`src/rtl/psec5_spi_master_if.sv`:
```
// psec5_spi_master_if
//   Local command/response bus between controller logic and psec5_spi_master.
//
//   Handshake: a command byte transfers on a rising clk edge where cmd_valid
//   and cmd_ready are both high and irst_req is low. The issuer holds
//   cmd_data/cmd_last stable while cmd_valid is high. rsp_valid is a
//   single-cycle pulse with no back-pressure, so the issuer must take
//   rsp_data in that cycle.
//
//   Signals:
//     cmd_valid / cmd_ready  command handshake
//     cmd_data [7:0]         byte to shift out (address first, then data)
//     cmd_last               issue an iclk reset burst after this byte
//     irst_req               standalone reset-burst request, sampled in IDLE
//     rsp_valid / rsp_data   captured read byte, one-cycle pulse
//     busy                   master is not idle
//
//   Modports: master = command issuer, slave = psec5_spi_master itself.
interface psec5_spi_master_if;
  logic       cmd_valid;
  logic       cmd_ready;
  logic [7:0] cmd_data;
  logic       cmd_last;
  logic       irst_req;
  logic       rsp_valid;
  logic [7:0] rsp_data;
  logic       busy;

  modport master (
    output cmd_valid, cmd_data, cmd_last, irst_req,
    input  cmd_ready, rsp_valid, rsp_data, busy
  );

  modport slave (
    input  cmd_valid, cmd_data, cmd_last, irst_req,
    output cmd_ready, rsp_valid, rsp_data, busy
  );
endinterface

```
`src/rtl/psec5_spi_master.sv`:
```
// psec5_spi_master
//   Bit-bangs command bytes MSB-first onto serial_in/sclk for the PSEC5 SPI
//   slave, captures serial_out into a read byte per transfer, and issues the
//   iclk internal-reset burst that ends a transaction.
//
//   Parameters:
//     CLK_DIV      clk cycles per sclk/iclk half-phase (>= 1)
//     IRST_PULSES  iclk pulses per internal-reset burst (>= 1)
//
//   Ports:
//     clk, rstn    system clock, asynchronous active-low reset
//     loopback     (only with PSEC5_SPI_LOOPBACK_EN) sample own serial_in
//     bus          command/response bus, slave modport
//     sclk, iclk   clocks to the chip
//     serial_in    data to the chip
//     serial_out   data from the chip
//     dbg_state    current FSM state encoding
//
//   Optional feature: define PSEC5_SPI_LOOPBACK_EN to add the loopback port.
//
//   Bit timing: LO (CLK_DIV cycles, data set up) -> HI (CLK_DIV cycles, slave
//   samples on the rising edge) -> SMP (1 cycle, master samples serial_out).
module psec5_spi_master #(
  parameter int CLK_DIV     = 2,
  parameter int IRST_PULSES = 8
) (
  input  logic                 clk,
  input  logic                 rstn,
`ifdef PSEC5_SPI_LOOPBACK_EN
  input  logic                 loopback,
`endif
  psec5_spi_master_if.slave    bus,
  output logic                 sclk,
  output logic                 iclk,
  output logic                 serial_in,
  input  logic                 serial_out,
  output logic [2:0]           dbg_state
);

  localparam int DW = $clog2(CLK_DIV + 1);
  localparam int PW = $clog2(IRST_PULSES + 1);
  localparam logic [DW-1:0] DIV_LAST   = DW'(CLK_DIV - 1);
  localparam logic [PW-1:0] PULSE_LAST = PW'(IRST_PULSES - 1);

  typedef enum logic [2:0] {
    S_IDLE = 3'd0,
    S_LO   = 3'd1,
    S_HI   = 3'd2,
    S_SMP  = 3'd3,
    S_IRST = 3'd4
  } state_t;

  state_t        state, state_n;
  logic [DW-1:0] div_cnt, div_n;
  logic [2:0]    bit_idx, bit_n;
  logic [PW-1:0] pulse_cnt, pulse_n;
  logic          irst_hi, ihi_n;     // high phase of the current iclk pulse
  logic [7:0]    tx, tx_n;
  logic [7:0]    rx, rx_n;
  logic          last_q, last_n;
  logic          rsp_valid_q, rsp_valid_d;
  logic [7:0]    rsp_data_q, rsp_data_d;
  logic          sclk_d, iclk_d, sin_d;
  logic          phase_done;
  logic          sample_bit;

  assign phase_done = (div_cnt == DIV_LAST);

`ifdef PSEC5_SPI_LOOPBACK_EN
  // serial_in still holds tx[bit] during SMP, so loopback returns cmd_data.
  assign sample_bit = loopback ? serial_in : serial_out;
`else
  assign sample_bit = serial_out;
`endif

  // State register, counters and registered pins.
  always_ff @(posedge clk or negedge rstn) begin
    if (!rstn) begin
      state       <= S_IDLE;
      div_cnt     <= '0;
      bit_idx     <= '0;
      pulse_cnt   <= '0;
      irst_hi     <= 1'b0;
      tx          <= '0;
      rx          <= '0;
      last_q      <= 1'b0;
      sclk        <= 1'b0;
      iclk        <= 1'b0;
      serial_in   <= 1'b0;
      rsp_valid_q <= 1'b0;
      rsp_data_q  <= '0;
    end else begin
      state       <= state_n;
      div_cnt     <= div_n;
      bit_idx     <= bit_n;
      pulse_cnt   <= pulse_n;
      irst_hi     <= ihi_n;
      tx          <= tx_n;
      rx          <= rx_n;
      last_q      <= last_n;
      sclk        <= sclk_d;
      iclk        <= iclk_d;
      serial_in   <= sin_d;
      rsp_valid_q <= rsp_valid_d;
      rsp_data_q  <= rsp_data_d;
    end
  end

  // Next-state logic.
  always_comb begin
    state_n = state;
    div_n   = div_cnt;
    bit_n   = bit_idx;
    pulse_n = pulse_cnt;
    ihi_n   = irst_hi;
    tx_n    = tx;
    rx_n    = rx;
    last_n  = last_q;
    case (state)
      S_IDLE: begin
        // irst_req has priority over a simultaneous command.
        if (bus.irst_req) begin
          state_n = S_IRST;
          div_n   = '0;
          pulse_n = '0;
          ihi_n   = 1'b1;
        end else if (bus.cmd_valid) begin
          state_n = S_LO;
          tx_n    = bus.cmd_data;
          last_n  = bus.cmd_last;
          bit_n   = 3'd7;
          div_n   = '0;
        end
      end
      S_LO: begin
        if (phase_done) begin
          state_n = S_HI;
          div_n   = '0;
        end else begin
          div_n = div_cnt + DW'(1);
        end
      end
      S_HI: begin
        if (phase_done) begin
          state_n = S_SMP;
          div_n   = '0;
        end else begin
          div_n = div_cnt + DW'(1);
        end
      end
      S_SMP: begin
        rx_n[bit_idx] = sample_bit;
        div_n         = '0;
        if (bit_idx != 3'd0) begin
          bit_n   = bit_idx - 3'd1;
          state_n = S_LO;
        end else if (last_q) begin
          state_n = S_IRST;
          pulse_n = '0;
          ihi_n   = 1'b1;
        end else begin
          state_n = S_IDLE;
        end
      end
      S_IRST: begin
        if (phase_done) begin
          div_n = '0;
          if (irst_hi) begin
            ihi_n = 1'b0;
          end else if (pulse_cnt == PULSE_LAST) begin
            state_n = S_IDLE;
          end else begin
            pulse_n = pulse_cnt + PW'(1);
            ihi_n   = 1'b1;
          end
        end else begin
          div_n = div_cnt + DW'(1);
        end
      end
      default: state_n = S_IDLE;
    endcase
  end

  // Output logic: decode pin values from the next state so the pins are
  // registered yet line up with the state they belong to.
  always_comb begin
    sclk_d      = (state_n == S_HI);
    iclk_d      = (state_n == S_IRST) && ihi_n;
    sin_d       = (state_n == S_LO) ? tx_n[bit_n] : serial_in;
    rsp_valid_d = (state == S_SMP) && (bit_idx == 3'd0);
    rsp_data_d  = rsp_valid_d ? rx_n : rsp_data_q;
  end

  assign bus.cmd_ready = (state == S_IDLE) && rstn;
  assign bus.busy      = (state != S_IDLE);
  assign bus.rsp_valid = rsp_valid_q;
  assign bus.rsp_data  = rsp_data_q;
  assign dbg_state     = state;

endmodule

```
`src/flat_wrapper.sv`:
```
// flat-port wrapper written by rule: the top's interface ports become plain ports
module psec5_spi_master_flat 
#(
  parameter int CLK_DIV     = 2,
  parameter int IRST_PULSES = 8
)
  (clk, rstn, sclk, iclk, serial_in, serial_out, dbg_state, bus_cmd_valid, bus_cmd_data, bus_cmd_last, bus_irst_req, bus_cmd_ready, bus_rsp_valid, bus_rsp_data, bus_busy);
  psec5_spi_master_if bus_i ();
  input  logic clk;
  input  logic rstn;
  output logic sclk;
  output logic iclk;
  output logic serial_in;
  input  logic serial_out;
  output logic [2:0] dbg_state;
  input wire logic [$bits(bus_i.cmd_valid)-1:0] bus_cmd_valid;
  input wire logic [$bits(bus_i.cmd_data)-1:0] bus_cmd_data;
  input wire logic [$bits(bus_i.cmd_last)-1:0] bus_cmd_last;
  input wire logic [$bits(bus_i.irst_req)-1:0] bus_irst_req;
  output wire logic [$bits(bus_i.cmd_ready)-1:0] bus_cmd_ready;
  output wire logic [$bits(bus_i.rsp_valid)-1:0] bus_rsp_valid;
  output wire logic [$bits(bus_i.rsp_data)-1:0] bus_rsp_data;
  output wire logic [$bits(bus_i.busy)-1:0] bus_busy;
  assign bus_i.cmd_valid = bus_cmd_valid;
  assign bus_i.cmd_data = bus_cmd_data;
  assign bus_i.cmd_last = bus_cmd_last;
  assign bus_i.irst_req = bus_irst_req;
  assign bus_cmd_ready = bus_i.cmd_ready;
  assign bus_rsp_valid = bus_i.rsp_valid;
  assign bus_rsp_data = bus_i.rsp_data;
  assign bus_busy = bus_i.busy;
  psec5_spi_master #(.CLK_DIV(CLK_DIV), .IRST_PULSES(IRST_PULSES)) u_core (.clk(clk), .rstn(rstn), .bus(bus_i), .sclk(sclk), .iclk(iclk), .serial_in(serial_in), .serial_out(serial_out), .dbg_state(dbg_state));
endmodule
```
`config.mk`:
```
export PLATFORM = sky130hd
export DESIGN_NAME = psec5_spi_master_flat
export DESIGN_NICKNAME = d
export VERILOG_FILES = /design/src/rtl/psec5_spi_master_if.sv /design/src/rtl/psec5_spi_master.sv /design/src/flat_wrapper.sv
export SDC_FILE = /design/constraint.sdc
export NUM_CORES = 1
export LEC_CHECK = 0
export ABC_AREA = 0
export BUFFER_PORTS_ARGS = -buffer_cell sky130_fd_sc_hd__buf_4
export CORE_AREA = 2 2 72 57
export DETAILED_ROUTE_END_ITERATION = 8
export DIE_AREA = 0 0 74 59
export PLACE_DENSITY_LB_ADDON = 0.12
export SLEW_MARGIN = 15
export SYNTH_ARGS = -nofsm -noshare
export SYNTH_HDL_FRONTEND = slang
export SYNTH_SLANG_ARGS = --single-unit
```
`constraint.sdc`:
```
create_clock -name clk -period 3.1 [get_ports clk]
set_clock_uncertainty 0.1 [all_clocks]
set_input_delay 0.155 -clock clk [delete_from_list [all_inputs] [get_ports clk]]
set_output_delay 0.155 -clock clk [all_outputs]
set_load 0.02 [all_outputs]
```
After elaboration in Yosys (flattened, before gate mapping)
Index checks and enable logic that the tools add are counted.
{ "op_classes": {"addsub": 3, "bitwise_logic": 1, "n_lt_le_gt_ge": 3, "n_reduce_logical": 14, "n_eq_ne": 16, "mux": 41} }
{ "op_table": {"columns": ["cell", "n"], "rows": [
  ["two-way mux 3 bit", 12],
  ["two-way mux 8 bit", 4],
  ["two-way mux 4 bit", 6],
  ["one-hot mux 3 bit (5 select lines)", 1],
  ["one-hot mux 4 bit (3 select lines)", 1],
  ["nonzero test 3 bit", 4],
  ["equality test 3 x 2 -> 1 bit, second input constant", 3],
  ["bitwise mux 8 bit", 1],
  ["less-than comparator 3 x 4 -> 1 bit, second input constant", 2],
  ["two-way mux 1 bit", 8],
  ["!= test 2 bit, second input constant", 4],
  ["AND reduction 7 bit", 1],
  ["equality test 3 x 1 -> 1 bit, second input constant", 2],
  ["equality test 3 bit, second input constant", 2],
  ["logical NOT 3 bit", 2],
  ["two-way mux 2 bit", 3],
  ["one-hot mux 2 bit (3 select lines)", 1],
  ["one-hot mux 3 bit (2 select lines)", 1],
  ["adder 4 x 1 -> 4 bit, second input constant", 1],
  ["equality test 4 x 3 -> 1 bit, second input constant", 1],
  ["logical AND 1 bit", 4],
  ["!= test 2 x 1 -> 1 bit, second input constant", 2],
  ["binary-select mux 1 bit (select 3 bit)", 1],
  ["demux 1 bit (select 3 bit)", 1],
  ["other kinds (10)", 10]
]} }
{ "totals": {"input_bits": 14, "register_bits": 42} }

Depth between registers and ports, before layout
{ "logic_depth": {"ltp_word": 7, "ltp_mapped": 9, "depth_no_buf": 8} }

Least setup slack after synthesis
Ideal clock, no wire load.
{ "synth_path": {"path_type": "register to register", "start": "reg u_core.bit_idx[0]", "end": "reg u_core.serial_in", "setup_slack_ps": 1139, "required_ps": 2935, "period_less_slack_ps": 1961, "stages_incl_launch_ff": 10, "t_arrival_ps": 1796, "setup_time_ps": 65, "path_cell_list": "dfrtp_1 -> buf_2 -> inv_1 -> ha_1 -> nor2b_1 -> nor2_2 -> o2111ai_1 -> a221o_1 -> o2111ai_1 -> o211a_1"} }
{ "synth_between": {"elab_chain_len": 5} }
{ "synth_rtl": {"columns": ["item", "line", "text"], "rows": [
  ["start, declared", "psec5_spi_master.sv:55", "logic [2:0] bit_idx, bit_n;"],
  ["start signal, assigned", "psec5_spi_master.sv:95", "bit_idx <= bit_n;"],
  ["subtractor 3 x 1 -> 3 bit, or another cell as far along", "psec5_spi_master.sv:155", "bit_n = bit_idx - 3'd1;"],
  ["two-way mux 3 bit (on tied branches)", "psec5_spi_master.sv:154, psec5_spi_master.sv:122", null],
  ["one-hot mux 3 bit (2 select lines)", "psec5_spi_master.sv:119", "case (state)"],
  ["binary-select mux 1 bit (select 3 bit)", "psec5_spi_master.sv:189", "sin_d = (state_n == S_LO) ? tx_n[bit_n] : serial_in;"],
  ["two-way mux 1 bit (not written as such)", "psec5_spi_master.sv:189", null],
  ["end signal, assigned", "psec5_spi_master.sv:103", "serial_in <= sin_d;"],
  ["end, declared", "psec5_spi_master.sv:35", "output logic serial_in,"]
]} }
Several ways; a longest one is shown, not always the timed one. The select of a mux whose other input is x is not followed.
A chain may end at the register's enable or synchronous reset.

Worst setup path in the final report
{ "layout_path": {"start": "reg u_core.state[0], in the netlist u_core.dbg_state[0]", "end": "reg u_core.serial_in"} }
{ "layout_lines": {"columns": ["item", "line", "text"], "rows": [
  ["start, declared", "psec5_spi_master.sv:53", "state_t state, state_n;"],
  ["start signal, assigned", "psec5_spi_master.sv:93", "state <= state_n;"],
  ["logical NOT 3 bit", "psec5_spi_master.sv:119", null],
  ["two-way mux 8 bit", "psec5_spi_master.sv:119", null],
  ["net u_core.tx_n[3]", "psec5_spi_master.sv:58", "logic [7:0] tx, tx_n;"],
  ["binary-select mux 1 bit (select 3 bit)", "psec5_spi_master.sv:189", null],
  ["two-way mux 1 bit (not written as such)", "psec5_spi_master.sv:189", null]
]} }
The timed path passes the listed nets, and every way through them passes these cells. The select of a mux whose other input is x is not followed.

==> impl_metrics.csv <==
group,metric,value,unit
logic_synthesis,yosys.area_share.simple,24.1,%
power_and_ir_drop,power_density,724,nW/um^2
finish,fillers,284,
power_and_ir_drop,p_leak,1.19,nW
power_and_ir_drop,p_total,0.00185,W
placement,place_area,2350,sq um
detailed_routing,drc,0,
logic_synthesis,synth_cell_types,49,
logic_synthesis,synth.most_common_cell,"nand2_1",
detailed_routing,antenna_left,0,
logic_synthesis,synth_top_area_share,50.2,%
global_routing,grt_usage,22.0,%
clock_tree,cts_setup_buffers,0,
sta,finalHoldViolCount,0,
clock_tree,cts-htree-levels,2,
min_path,worstHoldPathType,"primary input to flip-flop",
critical_path,crit_path_start_kind,"flip-flop",
logic_synthesis,netlist_area,2090,sq um
logic_synthesis,netlist_instances,224,
logic_synthesis,synth-seq-cells,42,
placement,gp_congestion,0.815,
logic_synthesis,yosysWarningCount,0,
global_routing,grt_pass1_vias,1555,
finish,syn_to_final_growth,21.8,%
finish,drive_above_1_share,20.5,%
clock_tree,cts_sinks,42,
global_routing,grt_pass1_wl,7050,um
logic_synthesis,synth.yosys.seq_area_share,50.2,%
logic_synthesis,synthArstFlopShare,100,%
clock_tree,cts-root-buf,"clkbuf_8",
logic_synthesis,syn_avg_cell_area,9.34,sq um
clock_tree,clk_latency,300,ps
detailed_routing,initialDrtViolationCount,69,
sta,worst_slack,748,ps
clock_tree,cts_buffers,5,
logic_synthesis,synth_ff_type,"dfrtp_1",
sta,setup_viol,0,
detailed_routing,wire_per_inst,13.4,um
critical_path,critPathRequiredTime,3190,ps
logic_synthesis,ys_top_cells_by_area,"dfrtp_1 50%, nand2_1 11%, mux2_2 4.8%",
finish,final_area,2550,sq um
clock_tree,cts_max_path_buffers,2,
logic_synthesis,synthMuxAreaShare,6.28,%
clock_tree,tritoncts,"built",
floorplanning,die_h,59,um
global_routing,antenna_found_initial,0,
placement,dpl_worst_slack,757,ps
logic_synthesis,synthesis.nets,241,
finish,antennaDiodeCount,0,
sta,rsz0062_at_grt,"no",
detailed_routing,viasPerCell,5.29,
sta,fin_crit_sh,75.9,%
critical_path,path_max_fanout,16,
logic_synthesis,synth_compound_area_share,13.0,%
finish,nets,279,
placement,portBuffers,30,
logic_synthesis,synth_top_family_by_area,"simple AND/OR/NAND/NOR gates",
logic_synthesis,synth_edf_count,0,
global_routing,grt_max_degree,44,
floorplanning,initial_utilization,58.3,%
detailed_routing,vias,1665,
global_routing,grt-ovfl-total,0,
detailed_routing,routed_wl,4220,um
run,max_cap_violations,0,
logic_synthesis,synth.largest_area_cell,"dfrtp_1",
floorplanning,dieArea,4370,sq um
finish,final_util,71.0,%
logic_synthesis,synth_commonest_cells,"63 x nand2_1, 42 x dfrtp_1, 13 x nor2_1",
logic_synthesis,synth_fa_ha_area_share,1.79,%
critical_path,critPathArrivalTime,2440,ps
power_and_ir_drop,irDropWorstVdd,413,uV
critical_path,worstSetupPathType,"flip-flop to flip-flop",
floorplanning,coreArea,3590,sq um
clock_tree,clk_pin_slew,80,ps
sta,worst_pin_slew,542,ps
placement,dpl.hpwl,2840,um
floorplanning,pin_count,31,
logic_synthesis,synth_xor_area_share,1.67,%
critical_path,worstSetupEndpointType,"flip-flop",
sta,fmax,0.425,GHz
run_status,status,"complete, no violations",
sta,tns,0,ps
sta,drv_slew,0,
floorplanning,die_x,74,um
detailed_routing,first_pass_iters,4,
sta,period_needed,2350,ps
sta,slew_headroom,63.9,%
floorplanning,row_count,19,
## layout by cell type (no fill, tap or decap), drive strengths merged, types with 2 or more instances in the layout
| cell | n |
|---|---|
| mux2i | 3 |
| nand2 | 64 |
| dlygate4sd3 | 9 |
| o31ai | 2 |
| o21ai | 9 |
| clkinv | 2 |
| nand3 | 4 |
| a22oi | 2 |
| o2111ai | 2 |
| ha | 3 |
| dfrtp | 42 |
| nor2 | 14 |
| and2 | 4 |
| a21o | 2 |
| buf | 31 |
| xnor2 | 3 |
| mux2 | 9 |
| nor3 | 7 |
| nor2b | 3 |
| a21oi | 7 |
| nand3b | 2 |
| inv | 5 |
| nand2b | 5 |
| a221o | 3 |
| clkbuf | 5 |
| nand4 | 2 |
## worst max-delay path, cell delays in order, from the launching register on
cell and delay, ps:
dfrtp_1 570, nor3_2 410, and2_1 180, buf_4 190, mux2_2 370, o21ai_0 140
a21oi_1 90, o211a_1 200
## per-stage QoR
| stage | hold slack (ps) | instances |
|---|---|---|
| floorplan | -241 | 224 |
| global placement | 69.2 | 298 |
| detailed placement | 69.1 | 298 |
| CTS | 17.3 | 315 |
| global route | 21.5 | 315 |
| finish | 30.4 | 315 |
## cells by family after synthesis
family	Yosys count
simple gates	110
flops	42
compound gates	39
buf+inv	14
mux	12
xor+xnor	4
fa+ha+maj	3
## what timing repair did
| item | CTS | global route |
|---|---|---|
| endpoints found under the hold margin | 50 | 0 |
| setup endpoints to repair | 0 | 0 |
| hold buffers | 9 | 0 |
| gates resized for setup | 0 | 0 |
## where the power goes
part / internal [W] / total (W) / switching, W
sequential: 0.000671 / 0.000834 / 0.000162
combinational: 0.000266 / 0.000588 / 0.000323
clock: 0.000237 / 0.000424 / 0.000187
## worst paths after layout
kind                                   startpoint                     end  slack, ps  depth (start not counted)
max                           u_core.dbg_state[0]        u_core.serial_in        750                          7
min                               bus_cmd_data[3]            u_core.tx[3]         30                          2
max reg2reg                   u_core.dbg_state[0]        u_core.serial_in        750                          7
min reg2reg                u_core.bus.rsp_data[6]  u_core.bus.rsp_data[6]        380                          2
max in group asynchronous                    rstn            u_core.tx[0]       2270                          2
min in group asynchronous                    rstn     u_core.pulse_cnt[1]        280                          2
## state kept, by name, summed over array words and instances (netlist names)
signal,cells
u_core.rx,8
u_core.bus.rsp_data,8
u_core.iclk,1
u_core.last_q,1
u_core.div_cnt,2
u_core.pulse_cnt,4
u_core.tx,8
u_core.irst_hi,1
u_core.serial_in,1
u_core.sclk,1
u_core.dbg_state,3
u_core.bit_idx,3
u_core.bus.rsp_valid,1
## layer usage
metal | vias up | track usage (%) | part of all wire, %
met2 | 42 | 32.3 | 42
met3 | 2 | 6.12 | 4.6
met4 | 0 | 8.57 | 0.71
li1 | 846 | - | -
met1 | 775 | 31.4 | 53
met5 | - | 0 | 0
## area by class of cell
| class | count | area, sq um | share of cell area (%) |
|---|---|---|---|
| flip-flops and latches | 42 | 1050 | 41.3 |
| multi-input cells | 168 | 981 | 38.5 |
| repair buffers | 40 | 323 | 12.7 |
| clock buffers | 5 | 68.8 | 2.70 |
| well taps | 52 | 65.1 | 2.55 |
| clock inverters | 3 | 40.0 | 1.57 |
| inverters | 5 | 18.8 | 0.737 |
Power figures use the tool's default switching activity.
